===== src/rtl/a2_timer_seq.sv =====
// rtl/a2_timer_seq.sv - start/stop sequencer driving the a2_timer control inputs
// Optional T12 watchdog with alarm restart: define TIMER_WDOG_EN.
module a2_timer_seq #(
  parameter int STRT_MCT = 4,
  parameter int GOJ_CYC  = 8
`ifdef TIMER_WDOG_EN
  ,
  parameter int WDOG_CYC = 64
`endif
) (
  input  logic       SIM_CLK,
  input  logic       SIM_RST_,
  input  logic       T12,
  input  logic       REQ_RESTART,
  input  logic       REQ_HALT,
  input  logic       REQ_STEP,
  input  logic       REQ_RUN,
  input  logic       REQ_STBY,
  input  logic       REQ_WAKE,
  output logic       STRT1,
  output logic       STRT2,
  output logic       GOJ1,
  output logic       MSTP,
  output logic       MSTRTP,
  output logic       SBY,
  output logic       ALGA,
  output logic [2:0] STATE,
  output logic       BUSY
);

  typedef enum logic [2:0] {
    S_POR    = 3'd0,
    S_STRT   = 3'd1,
    S_GOJ    = 3'd2,
    S_RUN    = 3'd3,
    S_HALT   = 3'd4,
    S_STEP   = 3'd5,
    S_SBYREQ = 3'd6,
    S_SBY    = 3'd7
  } state_t;

  // Last STRT edge index (edge counter never exceeds it) and GOJ reload value.
  localparam logic [7:0] STRT_LAST = 8'(STRT_MCT - 1);
  localparam logic [7:0] GOJ_LOAD  = 8'(GOJ_CYC);

  state_t     state;
  state_t     state_nxt;
  logic       t12_q;
  logic       t12e;
  logic       restart_ok;
  logic [7:0] strt_cnt;
  logic [7:0] strt_nxt;
  logic [7:0] goj_cnt;
  logic [7:0] goj_nxt;

`ifdef TIMER_WDOG_EN
  localparam logic [15:0] WDOG_LAST = 16'(WDOG_CYC - 1);
  logic [15:0] wdog_cnt;
  logic [15:0] wdog_nxt;
  logic        wdog_fire;
  logic        alga_q;
  logic        alga_nxt;
`endif

  // One pulse per MCT: rising edge of the sampled T12 level.
  assign t12e = T12 & ~t12_q;

  // Restart is refused only while the power-up sequence itself is running.
  assign restart_ok = REQ_RESTART && (state != S_POR) && (state != S_STRT);

  assign STATE = state;

  // Next-state and counter update; requests outrank T12 edges in the same cycle.
  always_comb begin
    state_nxt = state;
    strt_nxt  = strt_cnt;
    goj_nxt   = goj_cnt;
`ifdef TIMER_WDOG_EN
    wdog_nxt  = wdog_cnt;
    wdog_fire = 1'b0;
    alga_nxt  = 1'b0;
`endif
    case (state)
      S_POR: state_nxt = S_STRT;
      S_STRT: begin
        if (t12e) begin
          if (strt_cnt == STRT_LAST) state_nxt = S_GOJ;
          else                       strt_nxt  = strt_cnt + 8'd1;
        end
      end
      S_GOJ: begin
        if (!restart_ok) begin
          if (goj_cnt <= 8'd1) state_nxt = S_RUN;
          else                 goj_nxt   = goj_cnt - 8'd1;
        end
      end
      S_RUN: begin
        if (restart_ok)    state_nxt = S_GOJ;
        else if (REQ_STBY) state_nxt = S_SBYREQ;
        else if (REQ_HALT) state_nxt = S_HALT;
        else begin
`ifdef TIMER_WDOG_EN
          if (t12e) begin
            wdog_nxt = 16'd0;
          end else if (wdog_cnt == WDOG_LAST) begin
            state_nxt = S_GOJ;
            wdog_fire = 1'b1;
          end else begin
            wdog_nxt = wdog_cnt + 16'd1;
          end
`endif
        end
      end
      S_HALT: begin
        if (restart_ok)    state_nxt = S_GOJ;
        else if (REQ_STBY) state_nxt = S_SBYREQ;
        else if (REQ_STEP) state_nxt = S_STEP;
        else if (REQ_RUN)  state_nxt = S_RUN;
      end
      S_STEP: begin
        if (restart_ok) state_nxt = S_GOJ;
        else if (t12e)  state_nxt = S_HALT;
      end
      S_SBYREQ: begin
        if (restart_ok) state_nxt = S_GOJ;
        else if (t12e)  state_nxt = S_SBY;
      end
      S_SBY: begin
        if (restart_ok || REQ_WAKE) state_nxt = S_GOJ;
      end
    endcase

    // Per-state counters start fresh on every transition.
    if (state_nxt != state) begin
      strt_nxt = 8'd0;
`ifdef TIMER_WDOG_EN
      wdog_nxt = 16'd0;
`endif
    end
    // Any entry into GOJ, or a restart while already there, reloads the period.
    if ((state_nxt == S_GOJ) && ((state != S_GOJ) || restart_ok)) goj_nxt = GOJ_LOAD;
`ifdef TIMER_WDOG_EN
    // Alarm covers the whole GOJ period that the watchdog started.
    alga_nxt = (state_nxt == S_GOJ) && (wdog_fire || (alga_q && !restart_ok));
`endif
  end

  // State register, T12 history and sequencing counters.
  always_ff @(posedge SIM_CLK) begin
    if (!SIM_RST_) begin
      state    <= S_POR;
      t12_q    <= 1'b0;
      strt_cnt <= 8'd0;
      goj_cnt  <= 8'd0;
    end else begin
      state    <= state_nxt;
      t12_q    <= T12;
      strt_cnt <= strt_nxt;
      goj_cnt  <= goj_nxt;
    end
  end

`ifdef TIMER_WDOG_EN
  // Watchdog quiet-cycle counter and alarm flag.
  always_ff @(posedge SIM_CLK) begin
    if (!SIM_RST_) begin
      wdog_cnt <= 16'd0;
      alga_q   <= 1'b0;
    end else begin
      wdog_cnt <= wdog_nxt;
      alga_q   <= alga_nxt;
    end
  end

  assign ALGA = alga_q;
`else
  assign ALGA = 1'b0;
`endif

  // Moore output decode of the next state, registered so it lines up with STATE.
  always_ff @(posedge SIM_CLK) begin
    if (!SIM_RST_) begin
      STRT1  <= 1'b0;
      STRT2  <= 1'b0;
      GOJ1   <= 1'b0;
      MSTP   <= 1'b0;
      MSTRTP <= 1'b0;
      SBY    <= 1'b0;
      BUSY   <= 1'b0;
    end else begin
      STRT1  <= (state_nxt == S_STRT);
      STRT2  <= (state_nxt == S_STRT);
      GOJ1   <= (state_nxt == S_GOJ);
      MSTP   <= (state_nxt == S_HALT) || (state_nxt == S_STEP);
      MSTRTP <= (state_nxt == S_STEP);
      SBY    <= (state_nxt == S_SBY);
      BUSY   <= (state_nxt == S_STRT) || (state_nxt == S_GOJ) ||
                (state_nxt == S_STEP) || (state_nxt == S_SBYREQ);
    end
  end

endmodule


===== config.mk =====
export PLATFORM = sky130hd
export DESIGN_NAME = a2_timer_seq
export DESIGN_NICKNAME = d
export VERILOG_FILES = /design/src/rtl/a2_timer_seq.sv
export SDC_FILE = /design/constraint.sdc
export NUM_CORES = 1
export LEC_CHECK = 0
export BUFFER_PORTS_ARGS = -buffer_cell sky130_fd_sc_hd__buf_2
export CELL_PAD_IN_SITES_DETAIL_PLACEMENT = 0
export CELL_PAD_IN_SITES_GLOBAL_PLACEMENT = 2
export CORE_UTILIZATION = 34
export DETAILED_ROUTE_END_ITERATION = 12
export PLACE_DENSITY = 0.78
export SETUP_SLACK_MARGIN = 0.2
export SYNTH_ARGS = -nofsm -noshare
export SYNTH_HDL_FRONTEND = slang
export SYNTH_SLANG_ARGS = --single-unit

===== constraint.sdc =====
create_clock -name SIM_CLK -period 2.8 [get_ports SIM_CLK]
set_clock_uncertainty 0.15 [all_clocks]
set_input_delay 0.14 -clock SIM_CLK [delete_from_list [all_inputs] [get_ports SIM_CLK]]
set_output_delay 0.14 -clock SIM_CLK [all_outputs]
set_load 0.02 [all_outputs]

# ---- Yosys cells after proc, flatten, opt, wreduce, memory -nomap -nowiden
# Cells that the tools add are included.
dict set report op_classes {
  addsub 2
  mux 21
  bitwise 6
  n_lt_le_gt_ge 1
  n_reduce_logical 17
  eq_ne 19
}
# operator count
set op_table {}
lappend op_table {{$mux W3} 16}
lappend op_table {{$eq A3 B3 Y1 const B} 8}
lappend op_table {{$pmux W3 S8} 1}
lappend op_table {{$mux W4} 4}
lappend op_table {{$eq A3 B2 Y1 const B} 3}
lappend op_table {{$reduce_and A3 Y1} 3}
lappend op_table {{$add A8 B1 Y8 const B} 1}
lappend op_table {{$eq A8 B2 Y1 const B} 1}
lappend op_table {{$le A8 B1 Y1 const B} 1}
lappend op_table {{$sub A8 B1 Y8 const B} 1}
lappend op_table {{$eq A3 B1 Y1 const B} 2}
lappend op_table {{$logic_or A1 B1 Y1} 6}
lappend op_table {{$not A1 Y1} 5}
lappend op_table {{$ne A2 B1 Y1 const B} 2}
lappend op_table {{$reduce_or A2 Y1} 2}
lappend op_table {{$logic_and A1 B1 Y1} 3}
lappend op_table {{$logic_not A3 Y1} 1}
lappend op_table {{$ne A3 B1 Y1 const B} 1}
lappend op_table {{$ne A3 B2 Y1 const B} 1}
lappend op_table {{$ne A3 B3 Y1} 1}
lappend op_table {{$reduce_bool A3 Y1} 1}
lappend op_table {{$reduce_bool A2 Y1} 1}
lappend op_table {{$and A1 B1 Y1} 1}
dict set report totals {
  ff_bits 26
  out_inout_bits 11
  elab_cells 77
}

# ---- Logic depth before layout (Yosys ltp)
dict set report depth {
  word_depth 10
  depth_mapped 9
  mapped_depth_nobuf 8
}

# ---- Least setup slack after synthesis
# OpenSTA, ideal clock, no wires.
dict set report synth_timing {
  kind {register to register}
  startpoint {register state[0] (netlist: STATE[0])}
  endpoint {register strt_cnt[0]}
  arrival_time_ps 2000
  path_slack_ps 512
  n_path_buf 1
  stages_incl_launch_ff 8
  setup_ps 138
  cell_sequence {dfxtp_1 > buf_6 > and2b_2 > a2111oi_0 > a31oi_1 > nand2_1 > mux2i_1 > nor3_1}
}
dict set report synth_between {
  elab_chain_cells 8
  elab_cells_between_ends 33
}
# element line_no
set synth_lines {}
lappend synth_lines {{start: declaration} 46} ;# state_t state;
lappend synth_lines {{start signal: assignment} 156} ;# state <= state_nxt;
lappend synth_lines {{$reduce_bool A3 Y1} 69} ;# assign restart_ok = REQ_RESTART && (state != S_POR) && (state != S_STRT);
lappend synth_lines {{$logic_and A1 B1 Y1 (2 in a row)} 69}
lappend synth_lines {{$logic_or A1 B1 Y1} 129} ;# if (restart_ok || REQ_WAKE) state_nxt = S_GOJ;
lappend synth_lines {{$mux W3} 129}
lappend synth_lines {{$pmux W3 S8} 83} ;# case (state)
lappend synth_lines {{$ne A3 B3 Y1} 134} ;# if (state_nxt != state) begin
lappend synth_lines {{$reduce_or A2 Y1 (no source line)} n/a}
lappend synth_lines {{end signal: assignment} 158} ;# strt_cnt <= strt_nxt;
lappend synth_lines {{end: declaration} 51} ;# logic [7:0] strt_cnt;
# Several ways; a longest one is shown, not always the timed one.
# A chain may end at the register's enable or synchronous reset.

# ---- Worst setup path after layout
dict set report layout_timing {
  startpoint {register strt_cnt[0]}
  endpoint {register goj_cnt[0]}
}
dict set report layout_between {
  elab_chain_cells 7
}
# element line_no
set layout_lines {}
lappend layout_lines {{$eq A8 B2 Y1} 87} ;# if (strt_cnt == STRT_LAST) state_nxt = S_GOJ;
lappend layout_lines {{$mux W3} 87}
lappend layout_lines {{$mux W3} 86} ;# if (t12e) begin
lappend layout_lines {{$pmux W3 S8} 83}
lappend layout_lines {{$eq A3 B2 Y1} 141} ;# if ((state_nxt == S_GOJ) && ((state != S_GOJ) || restart_ok)) goj_nxt = GOJ_LOAD;
lappend layout_lines {{$logic_and A1 B1 Y1} 141}
lappend layout_lines {{$reduce_or A2 Y1 (no source line)} n/a}
lappend layout_lines {{end signal: assignment} 159} ;# goj_cnt <= goj_nxt;
lappend layout_lines {{end: declaration} 53} ;# logic [7:0] goj_cnt;
# Every way passes these cells.

==> results.sh <==
export IMPL_status="completed"
export IMPL_min_period_over_period_pct=85.17
export IMPL_power_density_nw_per_um2=449.5
export IMPL_syn_nets=167
export IMPL_startpoint_type="flip-flop"
export IMPL_cts_buffers=3
export IMPL_slew_headroom_pct=56.57
export IMPL_p_int_uw=583.3
export IMPL_cp_slowest_cell="o41ai_4"
export IMPL_wl_per_cell_um=12.57
export IMPL_n_antenna_cell=0
export IMPL_grt_pass1_wl_um=4574
export IMPL_yosys_cell_types_count=47
export IMPL_synth_edf_count=0
export IMPL_die_x_um=66.43
export IMPL_maxCapViolations=0
export IMPL_cts_tree="built"
export IMPL_setup_violations=0
export IMPL_ys_seq_elements=26
export IMPL_end_kind="flip-flop"
export IMPL_hpwl_um=2159
export IMPL_die_h_um=66.43
export IMPL_required_ns=2.79
export IMPL_cp_buffers_inverters=0
export IMPL_nets=188
export IMPL_rows=23
export IMPL_core_um2=4000
export IMPL_clkTransAtPathRegs_ns=0.08
export IMPL_clock_fmax_mhz=419.4
export IMPL_period_minus_slack_ns=2.385
export IMPL_hold_viol_final=0
export IMPL_avgViaCountPerCell=5.120
export IMPL_ios=20
export IMPL_yosysTopAreaCell="dfxtp_1"
export IMPL_dpl_cell_area_um2=1536
export IMPL_start_util_pct=35.28
export IMPL_drc=0
export IMPL_power_frac_clock_pct=42.1
export IMPL_ys_seq_area_share_pct=36.88
export IMPL_critPathMaxFanout=7
export IMPL_netlist_area_leader_share_pct=36.88
export IMPL_vdd_ir_drop_max_uv=167.7
export IMPL_slowest_delay_ns=0.50
export IMPL_synth_warnings=0
export IMPL_syn_area_um2=1411
export IMPL_antenna_left=0
export IMPL_finalPower_uw=731.7
export IMPL_tns_ns=0
export IMPL_final_layout_size_suffix_gt1_share_pct=22.29
export IMPL_antenna_found_initial=0
export IMPL_grt_usage_pct=13.79
export IMPL_synth_cells=155
export IMPL_arrival_ns=2.38
export IMPL_die_area_um2=4413
export IMPL_sequentialPowerShare_pct=51.7
export IMPL_combPwrFrac_pct=6.3
export IMPL_initialDrtViolationCount=55
export IMPL_grt_overflow_total=0
export IMPL_worstMarginPinSlew_ns=0.6446
export IMPL_cts_sinks=26
export IMPL_cts_buffer_depth=2
export IMPL_clk_insertion_delay_late_ns=0.27
export IMPL_path_cells="ha_1 -> nor4b_1 -> and2_1 -> o311a_1 -> nand2_1 -> o41ai_4 -> nor2_1"
export IMPL_crit_type="reg -> reg"
export IMPL_p_leak_nw=0.6362
export IMPL_crit_family="simple AND/OR/NAND/NOR gates"
export IMPL_swShare_pct=20.29
export IMPL_slew_violations=0
export IMPL_hold_path_class="in -> reg"
export IMPL_gp_congestion=0.8239
export IMPL_ys_top_cells_by_area="dfxtp_1 (37%), xor2_1 (6.2%), nor3_1 (5.0%)"
export IMPL_io_buffers=18
export IMPL_drtPass1Iterations=4
export IMPL_netSwitchingPower_uw=148.4
export IMPL_async_reset_ff_share_pct=0
export IMPL_h_tree_depth=1
export IMPL_avgSynthCellArea_um2=9.106
export IMPL_stdcell_area_um2=1628
export IMPL_grt_pass1_vias=1073
export IMPL_ys_flop_type="dfxtp_1"
export IMPL_grt_max_degree=16
export IMPL_rsz0062_at_grt="no"
export IMPL_finalWirelength_um=2828
export IMPL_vias=1152
export IMPL_root_buffer="clkbuf_8"
export IMPL_syn2layout_area_growth_pct=15.34
[metal layers]
layer / share of wire [%] / up-vias / GRT usage, % / wire length [um]
li1: - / 583 / - / -
met1: 45 / 540 / 15.01 / 1285
met2: 50 / 27 / 25.64 / 1408
met3: 4.1 / 2 / 3.276 / 117
met4: 0.60 / 0 / 4.787 / 17
met5: 0 / - / 0 / 0
[Yosys cell counts, types with 2 or more instances]
cell	instances
mux2i_1	2
nor2b_1	2
nor2_1	16
buf_4	3
a21oi_1	4
xnor2_1	4
inv_1	7
nor4_4	2
nand4_1	2
nand3_1	6
ha_1	3
nor4b_1	2
nor3_1	14
and2_1	3
dfxtp_1	26
nand4b_1	2
nand2_1	13
a31oi_1	2
xor2_1	10
buf_6	2
o21ai_0	3
or2_2	2
[cells in the final DEF (no fill, tap or decap), drive strengths merged, types with 3 or more instances in the layout]
master	n
xor2	10
ha	3
a21oi	4
xnor2	4
buf	21
nand2	13
nor2	16
o21ai	3
clkbuf	3
nor3	14
inv	7
nand3	6
nor4	3
and2	3
dfxtp	26
mux2i	3
[what timing repair did]
action                                  4_1_cts  5_1_grt
resized for setup                             0        2
endpoints found under the hold margin         1        0
hold buffers                                  1        0
setup buffers                                 0        0
endpoints found under the setup margin        0       15
[power groups by stage]
stage,clock (mW),combinational [mW],sequential [mW]
2_1_floorplan,0,0.0285,0.386
6_report,0.308,0.0459,0.378
5_1_grt,0.334,0.0505,0.379
3_3_place_gp,0,0.0443,0.386
4_1_cts,0.318,0.0455,0.378
3_5_place_dp,0,0.0442,0.387
[cell type report]
type | instances | area (um2)
Tap cell | 50 | 62.56
Multi-Input combinational cell | 116 | 823.3
Sequential cell | 26 | 521.8
Timing Repair Buffer | 22 | 122.6
Fill cell | 409 | 2372
Clock buffer | 3 | 41.29
Clock inverter | 1 | 30.03
Inverter | 7 | 26.28
[final timing paths]
path                                               start                 endpoint  slack (ns)  depth (start not counted)
worst max-delay path            strt_cnt[0]$_SDFFE_PP0P_  goj_cnt[0]$_SDFFE_PP0P_        0.42                          7
worst min-delay path                            SIM_RST_         t12_q$_SDFF_PN0_        0.04                          2
worst max register to register  strt_cnt[0]$_SDFFE_PP0P_  goj_cnt[0]$_SDFFE_PP0P_        0.42                          7
worst min register to register   goj_cnt[5]$_SDFFE_PP0P_  goj_cnt[5]$_SDFFE_PP0P_        0.40                          2
[through the flow]
step,utilization [%],setup WS [ns],std cells,hold slack (ns)
after floorplan,-,0.5119,155,0.1117
after global placement,38.41,0.2085,220,0.2211
after detailed placement,38.41,0.2397,220,0.2237
after CTS,40.44,0.2259,225,0.03559
after global routing,40.69,0.2349,225,0.03684
final,40.69,0.4154,225,0.03915
[state kept, by name, indices dropped and copies added (netlist names)]
signal	count
MSTRTP	1
t12_q	1
STATE	3
BUSY	1
strt_cnt	8
GOJ1	1
STRT2	1
MSTP	1
goj_cnt	8
SBY	1
[cell families (layout without fill, tap and decap cells)]
family                   Yosys count  after routing  synth area share (%)
flip-flops                        26             26                 36.88
AND/OR/NAND/NOR                   76             76                 32.27
XOR/XNOR                          14             14                 8.687
AO/OA/AOI/OAI                     19             19                 11.44
other                              1              1                0.2657
adder cells (fa/ha/maj)            3              3                 2.660
multiplexers                       3              3                 2.393
buffers and inverters             13             33                 5.408
[worst reg2reg max path: stages (launching register included)]
cell and delay, ns:
dfxtp_1 0.40, ha_1 0.23, nor4b_1 0.35, and2_1 0.22, o311a_1 0.17, nand2_1 0.15
o41ai_4 0.50, nor2_1 0.09
Note: power is estimated with default switching activity, not from simulation.
